### src/rtl/multi_controller_poller_if.sv
// Bundle of the poller's host-side and pad-side signals.
// The poller connects through the master modport; the host and pads use the slave modport.
interface multi_controller_poller_if #(
  parameter int NUM_CONTROLLERS = 2,
  parameter int BUTTONS         = 8
);
  localparam int IW = (NUM_CONTROLLERS > 1) ? $clog2(NUM_CONTROLLERS) : 1;

  logic                               poll_start;
  logic [NUM_CONTROLLERS-1:0]         data_in_B;
  logic                               controller_clk;
  logic                               controller_latch;
  logic                               busy;
  logic                               valid;
  logic [NUM_CONTROLLERS*BUTTONS-1:0] buttons_out;
  logic [IW-1:0]                      cpu_index;
  logic [BUTTONS-1:0]                 cpu_buttons;
  logic [NUM_CONTROLLERS*BUTTONS-1:0] pressed_edge;

  modport master (
    input  poll_start, data_in_B, cpu_index,
    output controller_clk, controller_latch, busy, valid,
           buttons_out, cpu_buttons, pressed_edge
  );

  modport slave (
    output poll_start, data_in_B, cpu_index,
    input  controller_clk, controller_latch, busy, valid,
           buttons_out, cpu_buttons, pressed_edge
  );
endinterface

### src/rtl/multi_controller_poller.sv
// Serial shift-register pad reader: one shared clk/latch pair drives NUM_CONTROLLERS pads.
// Define MULTI_CONTROLLER_POLLER_EDGE_EN to enable the newly-pressed (pressed_edge) registers.
module multi_controller_poller #(
  parameter int NUM_CONTROLLERS  = 2,
  parameter int BUTTONS          = 8,
  parameter int HALF_PERIOD      = 2,
  parameter int AUTO_POLL_PERIOD = 0
) (
  input  logic                     clk_1,
  input  logic                     rst,
  multi_controller_poller_if.master bus
);
  localparam int NUM = NUM_CONTROLLERS;
  localparam int B   = BUTTONS;
  localparam int H   = HALF_PERIOD;
  localparam int W   = NUM * B;
  localparam int IW  = (NUM > 1) ? $clog2(NUM) : 1;
  localparam int PW  = $clog2(2 * H) + 1;
  localparam int KW  = $clog2(B) + 1;

  localparam logic [PW-1:0] LATCH_LAST = PW'(2 * H - 1);
  localparam logic [PW-1:0] HALF_LAST  = PW'(H - 1);
  localparam logic [KW-1:0] K_LAST     = KW'(B - 1);

  localparam logic [2:0] IDLE  = 3'd0;
  localparam logic [2:0] LATCH = 3'd1;
  localparam logic [2:0] LOW   = 3'd2;
  localparam logic [2:0] HIGH  = 3'd3;
  localparam logic [2:0] DONE  = 3'd4;

  logic [2:0]    state_reg, state_next;
  logic [PW-1:0] phase_reg, phase_next;
  logic [KW-1:0] bit_reg, bit_next;
  logic [W-1:0]  shift_reg, shift_next;
  logic [W-1:0]  buttons_reg;
  logic          clk_out_reg;
  logic          latch_reg;
  logic          start;
  logic          auto_fire;
  logic          capture;
  logic          last_capture;
  logic [B-1:0]  cpu_word;

  assign start        = (state_reg == IDLE) && (bus.poll_start || auto_fire);
  assign capture      = (state_reg == LOW) && (phase_reg == HALF_LAST);
  assign last_capture = capture && (bit_reg == K_LAST);

  // Free-running self-start; only advances while idle so a slow poll never stacks requests.
  generate
    if (AUTO_POLL_PERIOD > 0) begin : g_auto
      localparam int AW = $clog2(AUTO_POLL_PERIOD) + 1;
      localparam logic [AW-1:0] AUTO_LAST = AW'(AUTO_POLL_PERIOD - 1);
      logic [AW-1:0] auto_reg;

      assign auto_fire = (state_reg == IDLE) && (auto_reg == AUTO_LAST);

      always_ff @(posedge clk_1) begin
        if (rst) begin
          auto_reg <= '0;
        end else if (start) begin
          auto_reg <= '0;
        end else if (state_reg == IDLE) begin
          auto_reg <= auto_reg + 1'b1;
        end
      end
    end else begin : g_no_auto
      assign auto_fire = 1'b0;
    end
  endgenerate

  always_comb begin
    state_next = state_reg;
    phase_next = phase_reg + 1'b1;
    bit_next   = bit_reg;
    case (state_reg)
      IDLE: begin
        phase_next = '0;
        if (start) begin
          state_next = LATCH;
        end
      end
      LATCH: begin
        if (phase_reg == LATCH_LAST) begin
          state_next = LOW;
          phase_next = '0;
          bit_next   = '0;
        end
      end
      LOW: begin
        if (capture) begin
          phase_next = '0;
          state_next = (bit_reg == K_LAST) ? DONE : HIGH;
        end
      end
      HIGH: begin
        if (phase_reg == HALF_LAST) begin
          phase_next = '0;
          state_next = LOW;
          bit_next   = bit_reg + 1'b1;
        end
      end
      DONE: begin
        phase_next = '0;
        state_next = IDLE;
      end
      default: begin
        phase_next = '0;
        state_next = IDLE;
      end
    endcase
  end

  // First bit shifted out of a pad is its MSB; pad lines are active low.
  generate
    for (genvar gi = 0; gi < NUM; gi++) begin : g_pad
      for (genvar gj = 0; gj < B; gj++) begin : g_bit
        assign shift_next[gi*B + gj] = (capture && (bit_reg == KW'(B - 1 - gj)))
                                       ? ~bus.data_in_B[gi]
                                       : shift_reg[gi*B + gj];
      end
    end
  endgenerate

  // Published word is loaded together with the final bit so it is current while valid is high.
  always_ff @(posedge clk_1) begin
    if (rst) begin
      state_reg   <= IDLE;
      phase_reg   <= '0;
      bit_reg     <= '0;
      shift_reg   <= '0;
      buttons_reg <= '0;
      clk_out_reg <= 1'b0;
      latch_reg   <= 1'b0;
    end else begin
      state_reg   <= state_next;
      phase_reg   <= phase_next;
      bit_reg     <= bit_next;
      shift_reg   <= shift_next;
      clk_out_reg <= (state_next == HIGH);
      latch_reg   <= (state_next == LATCH);
      if (last_capture) begin
        buttons_reg <= shift_next;
      end
    end
  end

`ifdef MULTI_CONTROLLER_POLLER_EDGE_EN
  logic [W-1:0] edge_reg;

  always_ff @(posedge clk_1) begin
    if (rst) begin
      edge_reg <= '0;
    end else if (last_capture) begin
      edge_reg <= shift_next & ~buttons_reg;
    end
  end

  assign bus.pressed_edge = edge_reg;
`else
  assign bus.pressed_edge = '0;
`endif

  always_comb begin
    cpu_word = '0;
    for (int i = 0; i < NUM; i++) begin
      if (bus.cpu_index == IW'(i)) begin
        cpu_word = buttons_reg[i*B +: B];
      end
    end
  end

  assign bus.controller_clk   = clk_out_reg;
  assign bus.controller_latch = latch_reg;
  assign bus.busy             = (state_reg != IDLE);
  assign bus.valid            = (state_reg == DONE);
  assign bus.buttons_out      = buttons_reg;
  assign bus.cpu_buttons      = cpu_word;
endmodule

### src/flat_wrapper.sv
// flat-port wrapper written by rule: the top's interface ports become plain ports
module multi_controller_poller_flat 
#(
  parameter int NUM_CONTROLLERS  = 2,
  parameter int BUTTONS          = 8,
  parameter int HALF_PERIOD      = 2,
  parameter int AUTO_POLL_PERIOD = 0
)
  (clk_1, rst, bus_poll_start, bus_data_in_B, bus_cpu_index, bus_controller_clk, bus_controller_latch, bus_busy, bus_valid, bus_buttons_out, bus_cpu_buttons, bus_pressed_edge);
  multi_controller_poller_if #(.NUM_CONTROLLERS(NUM_CONTROLLERS), .BUTTONS(BUTTONS)) bus_i ();
  input  logic clk_1;
  input  logic rst;
  input wire logic [$bits(bus_i.poll_start)-1:0] bus_poll_start;
  input wire logic [$bits(bus_i.data_in_B)-1:0] bus_data_in_B;
  input wire logic [$bits(bus_i.cpu_index)-1:0] bus_cpu_index;
  output wire logic [$bits(bus_i.controller_clk)-1:0] bus_controller_clk;
  output wire logic [$bits(bus_i.controller_latch)-1:0] bus_controller_latch;
  output wire logic [$bits(bus_i.busy)-1:0] bus_busy;
  output wire logic [$bits(bus_i.valid)-1:0] bus_valid;
  output wire logic [$bits(bus_i.buttons_out)-1:0] bus_buttons_out;
  output wire logic [$bits(bus_i.cpu_buttons)-1:0] bus_cpu_buttons;
  output wire logic [$bits(bus_i.pressed_edge)-1:0] bus_pressed_edge;
  assign bus_i.poll_start = bus_poll_start;
  assign bus_i.data_in_B = bus_data_in_B;
  assign bus_i.cpu_index = bus_cpu_index;
  assign bus_controller_clk = bus_i.controller_clk;
  assign bus_controller_latch = bus_i.controller_latch;
  assign bus_busy = bus_i.busy;
  assign bus_valid = bus_i.valid;
  assign bus_buttons_out = bus_i.buttons_out;
  assign bus_cpu_buttons = bus_i.cpu_buttons;
  assign bus_pressed_edge = bus_i.pressed_edge;
  multi_controller_poller #(.NUM_CONTROLLERS(NUM_CONTROLLERS), .BUTTONS(BUTTONS), .HALF_PERIOD(HALF_PERIOD), .AUTO_POLL_PERIOD(AUTO_POLL_PERIOD)) u_core (.clk_1(clk_1), .rst(rst), .bus(bus_i));
endmodule
### config.mk
export PLATFORM = sky130hd
export DESIGN_NAME = multi_controller_poller_flat
export DESIGN_NICKNAME = d
export VERILOG_FILES = /design/src/rtl/multi_controller_poller_if.sv /design/src/rtl/multi_controller_poller.sv /design/src/flat_wrapper.sv
export SDC_FILE = /design/constraint.sdc
export NUM_CORES = 1
export LEC_CHECK = 0
export ABC_AREA = 1
export CORE_MARGIN = 5
export CORE_UTILIZATION = 45
export DETAILED_ROUTE_END_ITERATION = 8
export GPL_TIMING_DRIVEN = 0
export MAX_ROUTING_LAYER = met4
export PLACE_DENSITY = 0.85
export SLEW_MARGIN = 20
export SYNTH_ARGS = -nofsm -noshare
export SYNTH_HDL_FRONTEND = slang
export SYNTH_SLANG_ARGS = --single-unit
### constraint.sdc
create_clock -name clk_1 -period 1.57 [get_ports clk_1]
set_input_delay 0.471 -clock clk_1 [delete_from_list [all_inputs] [get_ports clk_1]]
set_output_delay 0.471 -clock clk_1 [all_outputs]
set_load 0.005 [all_outputs]
==> results of run 1 <==
-- per-layer routing --
layer,up-vias,share of wire,GRT usage
met5,-,0,-
met4,0,0.022,0.0636
met2,71,0.51,0.281
met1,910,0.41,0.189
met3,9,0.062,0.0305
li1,1013,-,-
-- report_power, final --
group	internal (mW)	leakage (nW)	switching (mW)
Sequential	1.07	0.348	0.00635
Combinational	0.0561	1.01	0.0661
Clock	0.476	0.0585	0.382
-- worst reg2reg max path: cells and delay by family, from the launching register on --
kind / cells / cell delay (ps)
adder cells (fa/ha/maj): 1 / 200
buffers and inverters: 3 / 370
flip-flops: 1 / 370
AND/OR/NAND/NOR: 4 / 430
-- cell type report --
class	instances	share of cell area
multi-input cells	210	0.391
well taps	67	0.0306
plain buffers	28	0.0835
inverters	36	0.0493
flip-flops and latches	42	0.317
clock buffers	5	0.0251
clock inverters	3	0.0160
repair buffers	31	0.0876
-- metrics by stage --
step,cells,setup slack [ps]
2_1_floorplan,316,100
3_3_place_gp,413,-399
3_5_place_dp,413,-409
4_1_cts,422,-43.1
5_1_grt,422,11.7
6_report,422,50.8
-- what timing repair did --
action                                  CTS  global route
pin swaps                                 0             1
resized for setup                        61            23
hold buffers                              0             0
setup buffers                             1             0
endpoints found under the setup margin   32            29
cloned                                    0             0
-- kinds of logic (layout without fill, tap and decap cells) --
logic type      count (synthesis)  count (layout)  synth area share
xor+xnor                        1               1           0.00403
mux                             7               7            0.0362
simple gates                  168             168             0.350
other cells                     1              16           0.00172
compound gates                 10              10            0.0236
fa+ha+maj                       8               8            0.0460
flops                          42              42             0.386
buf+inv                        64             103             0.152
-- synthesized netlist by cell type, drive strengths merged --
master,n,area share
a21oi,6,0.014
a31oi,1,0.0029
buf,22,0.080
clkbuf,6,0.010
conb,1,0.0017
dfxtp,42,0.39
ha,8,0.046
inv,36,0.062
mux2,7,0.036
nand2,75,0.13
nand3,51,0.13
nand4,1,0.0029
nor2,35,0.072
nor3,4,0.0092
o21ai,3,0.0069
or2,2,0.0058
xnor2,1,0.0040
-- layout by cell type, fill, tap and decap left out --
cell type / netlist / layout
buf_6: 2 / 3
nand3_1: 47 / 47
clkbuf_8: 0 / 5
buf_4: 17 / 18
dlygate4sd2_1: 0 / 18
clkdlybuf4s50_1: 0 / 2
nor2_4: 1 / 2
nor2_2: 1 / 2
bufinv_16: 0 / 1
nor2_1: 32 / 30
or2_2: 1 / 1
nand2_2: 0 / 1
buf_8: 1 / 1
or2_1: 1 / 1
clkinv_2: 0 / 1
nor3_1: 4 / 4
clkbuf_1: 6 / 2
nand4_1: 1 / 1
inv_2: 2 / 2
mux2_2: 7 / 7
conb_1: 1 / 16
dfxtp_1: 42 / 24
clkbuf_16: 0 / 1
nor2_8: 1 / 1
clkdlybuf4s15_1: 0 / 1
dfxtp_4: 0 / 2
inv_6: 0 / 1
a31oi_1: 1 / 1
nand3_2: 4 / 4
a21oi_1: 6 / 6
xnor2_1: 1 / 1
inv_1: 34 / 34
nand2_1: 74 / 73
buf_2: 1 / 2
dfxtp_2: 0 / 16
ha_1: 8 / 8
nand2_4: 1 / 1
o21ai_0: 3 / 3
clkbuf_2: 0 / 11
-- path summary, 6_finish.rpt --
kind | end | slack (ps) | cells past startpoint
setup / recovery | bus_cpu_buttons[1] | 50 | 3
hold / removal | u_core.phase_reg[0]$_SDFF_PP0_ | 470 | 1
setup reg to reg | u_core.bus.buttons_out[3]$_SDFFE_PP0P_ | 110 | 8
hold reg to reg | u_core.phase_reg[0]$_SDFF_PP0_ | 470 | 1
==> out/summary.txt, run 1 <==
Vias per cell: 4.75
Arrival @ worst endpoint: 1050 ps
Pin count of the biggest net entering global routing: 15
First-pass detailed-route iteration total: 4
Clk buf depth: 2
CP delay by family, top: multiplexers
I/O pin count: 50
Crit path max fanout: 9
Max VDD drop: 453 uV
Setup Skew: 5.81 ps
Layout cell share with drive strength beyond 1: 0.234
CP max stage delay: 320 ps
Clk slew on worst S/H paths: 80 ps
Mapped Area: 2180 um^2
Antenna Nets Post-Route: 0
RSZ-0062 raised after global routing: false
Critical Path Start Type: input pin
Status: completed
Max-slew violation count: 0
Pwr per Cell Area: 749 nW/um^2
Design area: 2740 um^2
Hold Path Class: flop to flop
CTS tree: built
Hold path startpoint: u_core.phase_reg[0]$_SDFF_PP0_
DIE WIDTH: 79.5 um
Mean post-synth cell area: 7.23 um^2
Final Util: 0.580
Routed WL: 4850 um
GRT Overall Usage: 0.164
Iteration-0 DRC Markers: 146
Die area: 6330 um^2
Slowest cell on crit path: mux2_2
First-pass GRT wire length: 8090 um
Crit path buf inv count: 2
Count of different cell masters after synthesis: 28
Worst setup EP type: output pin
Crit path time final: 1520 ps
Max reg flops: 16
I/O Buffers: 30
Vias in the first global route: 1,829
Kind of critical path: input pin to output pin
YS warnings: 0
Fin crit share: 0.968
Number of diodes: 0
Seq cells post-synth: 42
WL/cell: 11.5 um
Total CTS buffers: 5
Initial antenna violation count: 0
Register area share after synthesis: 0.386
Fill count: 426
Sink Count: 42
Die height: 79.5 um
Hold slack final: 467 ps
Num rows: 25
Placed cell area: 2620 um^2
Post-synthesis cell count: 301
Area of the core: 4720 um^2
Seq. cell area: 868 um^2
Routability cong.: 0.826
Max frequency: 0.658 GHz
Hpwl dp: 3530 um
Maxcap violations: 0
Lkg Pwr: 1.42 nW
Setup TNS Final: 0 ps
Root buf cell: clkbuf_8
Count of final hold-check violations: 0
Req. time, crit path: 1100 ps
# DRC: 0
Starting density of the core: 0.461
Layout net count: 368
Routed vias: 2,003
Launch point of the worst path: bus_cpu_index
Skew-Pair Late Insertion Delay: 300 ps
Area grow syn2layout: 26.0%
R2R Path Start: u_core.bit_reg[0]$_SDFFE_PP0P_
H-tree depth: 2
Total power: 2.05 mW
Global route overflow: 0
Setup violators final: 0
Crit-path cells: clkbuf_16 -> mux2_2 -> buf_2
Multi-input gate area: 1070 um^2
Note: power is estimated with default switching activity, not from simulation.
==> inputs of run 2 (changes only) <==
--- a/config.mk
+++ b/config.mk
@@ -6,13 +6,14 @@
 export NUM_CORES = 1
 export LEC_CHECK = 0
 export ABC_AREA = 1
+export CORE_ASPECT_RATIO = 1.25
 export CORE_MARGIN = 5
 export CORE_UTILIZATION = 45
 export DETAILED_ROUTE_END_ITERATION = 8
 export GPL_TIMING_DRIVEN = 0
 export MAX_ROUTING_LAYER = met4
 export PLACE_DENSITY = 0.85
-export SLEW_MARGIN = 20
+export SLEW_MARGIN = 5
 export SYNTH_ARGS = -nofsm -noshare
 export SYNTH_HDL_FRONTEND = slang
 export SYNTH_SLANG_ARGS = --single-unit
==> run 2 against run 1 <==
Against the previous run: sequential power is essentially flat; first-iteration DRC count grew 5.5%; cell count shrank 1.7%; utilization shrank 0.050 points; clock skew grew 3.9 ps; global-route usage grew 0.19 points; sequential share of layout area grew 0.077 points; non-clock buffer count is the same; die area grew 0.14%; fmax shrank 0.29%; clock power shrank 1%.
==> out/summary.txt, run 2 (synthesis gave the netlist of run 1 again) <==
Layout cell share with drive strength beyond 1: 0.234 (unchanged)
Pwr per Cell Area: 746 nW/um^2 (was 749 nW/um^2)
Launch point of the worst path: bus_cpu_index (unchanged)
Die height: 87.7 um (was 79.5 um)
Area of the core: 4730 um^2 (was 4720 um^2)
Arrival @ worst endpoint: 1050 ps (about the same)
DIE WIDTH: 72.2 um (was 79.5 um)
Placed cell area: 2610 um^2 (was 2620 um^2)
CTS Hold Bufs: 0 (unchanged)
Area grow syn2layout: 26.0% (about the same)
Global route overflow: 0 (unchanged)
I/O Buffers: 30 (unchanged)
Commonest non-fill, non-tap cell in the layout: nand2_1 (unchanged)
Initial antenna violation count: 0 (unchanged)
Req. time, crit path: 1100 ps (about the same)
GRT Overall Usage: 0.166 (was 0.164)
Pre-CTS setup slack: -416 ps (was -409 ps)
Post-route setup slack: 46.5 ps (was 50.8 ps)
Design area: 2740 um^2 (about the same)
Hold Path Class: flop to flop (unchanged)
Crit path max fanout: 9 (unchanged)
Fill count: 450 (was 426)
Routed vias: 2,006 (was 2,003)
Clk buf depth: 2 (unchanged)
Slowest cell on crit path: mux2_2 (unchanged)
Non-filler instance count after layout: 415 (was 422)
RSZ-0062 raised after global routing: false (unchanged)
Clk slew on worst S/H paths: 70 ps (was 80 ps)
Most frequent cells in the layout: 74 x nand2_1, 47 x nand3_1, 34 x inv_1, 31 x nor2_1, 22 x dfxtp_1 (was 73 x nand2_1, 47 x nand3_1, 34 x inv_1, 30 x nor2_1, 24 x dfxtp_1)
Vias per cell: 4.83 (was 4.75)
Routed WL: 4850 um (about the same)
Max VDD drop: 575 uV (was 453 uV)
Setup violators final: 0 (unchanged)
# DRC: 0 (unchanged)
First-pass detailed-route iteration total: 5 (was 4)
Die area: 6330 um^2 (about the same)
CP max stage delay: 320 ps (about the same)
Starting density of the core: 0.460 (was 0.461)
Layout net count: 368 (unchanged)
Total placed cells including tap cells: 406 (was 413)
Skew-Pair Late Insertion Delay: 300 ps (about the same)
Crit-path cells: clkbuf_16 -> mux2_2 -> buf_2 (unchanged)
Number of diodes: 0 (unchanged)
Total CTS buffers: 5 (unchanged)
Hpwl dp: 3580 um (was 3530 um)
Maxcap violations: 0 (unchanged)
Crit path time final: 1520 ps (about the same)
Worst r2r path cells: 8 (unchanged)
Total power: 2.05 mW (about the same)
Routability cong.: 0.872 (was 0.826)
Root buf cell: clkbuf_8 (unchanged)
Iteration-0 DRC Markers: 154 (was 146)
H-tree depth: 2 (unchanged)
Antenna Nets Post-Route: 0 (unchanged)
Setup Skew: 9.71 ps (was 5.81 ps)
Pin count of the biggest net entering global routing: 14 (was 15)
Final Util: 0.580 (about the same)
Max frequency: 0.656 GHz (was 0.658 GHz)
Status: completed (unchanged)
Num rows: 28 (was 25)
First-pass GRT wire length: 8070 um (was 8090 um)
CTS tree: built (unchanged)
Lkg Pwr: 1.43 nW (was 1.42 nW)
Hold path startpoint: u_core.phase_reg[0]$_SDFF_PP0_ (unchanged)
Sink Count: 42 (unchanged)
WL/cell: 11.7 um (was 11.5 um)
Fin crit share: 0.970 (was 0.968)
Worst setup EP type: output pin (unchanged)
Critical Path Start Type: input pin (unchanged)
Hold path depth: 1 (unchanged)
Max reg flops: 16 (unchanged)
Count of final hold-check violations: 0 (unchanged)
R2R Path Start: u_core.phase_reg[0]$_SDFF_PP0_ (was u_core.bit_reg[0]$_SDFFE_PP0P_)
Kind of critical path: input pin to output pin (unchanged)
Max-slew violation count: 0 (unchanged)
Vias in the first global route: 1,813 (was 1,829)
I/O pin count: 50 (unchanged)
run 2: cell types whose count changed in the layout (fill, tap and decap cells not counted), moves of 2 or more:
cell      delta
buf_2        +5
clkbuf_2     -5
dfxtp_1      -2
dfxtp_2      +2
mux2_2       -3
mux2_4       +3
run 2: stage by stage:
step / TNS (ps) / hold WS (ps)
after floorplan: 0 / 434
after global placement: -11960 / 451
after detailed placement: -12940 / 458
after CTS: -54.6 / 468
after global routing: 0 / 489
final: 0 / 466
run 2: worst max-delay path, delay by kind of cell:
family	cells	cell delay, ps
multiplexers	1	320
buffers and inverters	2	260
run 2: layout make-up:
| cell class | count | area (um^2) | area share |
|---|---|---|---|
| multi-input cells | 210 | 1080 | 0.395 |
| clock inverters | 2 | 37.5 | 0.0137 |
| repair buffers | 31 | 243 | 0.0885 |
| flip-flops and latches | 42 | 871 | 0.318 |
| plain buffers | 28 | 225 | 0.0821 |
| clock buffers | 6 | 72.6 | 0.0265 |
| inverters | 36 | 135 | 0.0493 |
| well taps | 60 | 75.1 | 0.0274 |
run 2: worst paths after layout:
path / slack (ps) / endpoint
max: 50 / bus_cpu_buttons[1]
min: 470 / u_core.phase_reg[0]$_SDFF_PP0_
max reg2reg: 140 / u_core.bit_reg[3]$_SDFFE_PP0P_
min reg2reg: 470 / u_core.phase_reg[0]$_SDFF_PP0_
run 2: where the power goes:
part	leakage [nW]	switching [mW]	internal, mW	total (mW)
Clock	0.0514	0.376	0.474	0.850
Sequential	0.349	0.00653	1.07	1.07
Combinational	1.03	0.0659	0.0558	0.122
run 2: routing by layer:
metal,GRT usage,up-vias,part of all wire
met5,-,-,0
met2,0.283,65,0.50
met1,0.190,920,0.41
met4,0.0735,0,0.019
met3,0.0276,8,0.073
li1,-,1013,-
run 2: repair_timing:
item                       in CTS  in global routing
resized for setup              77                 18
pin swaps                       0                  1
setup endpoints to repair      28                 36
hold endpoints to repair        0                  0
setup buffers                   1                  0
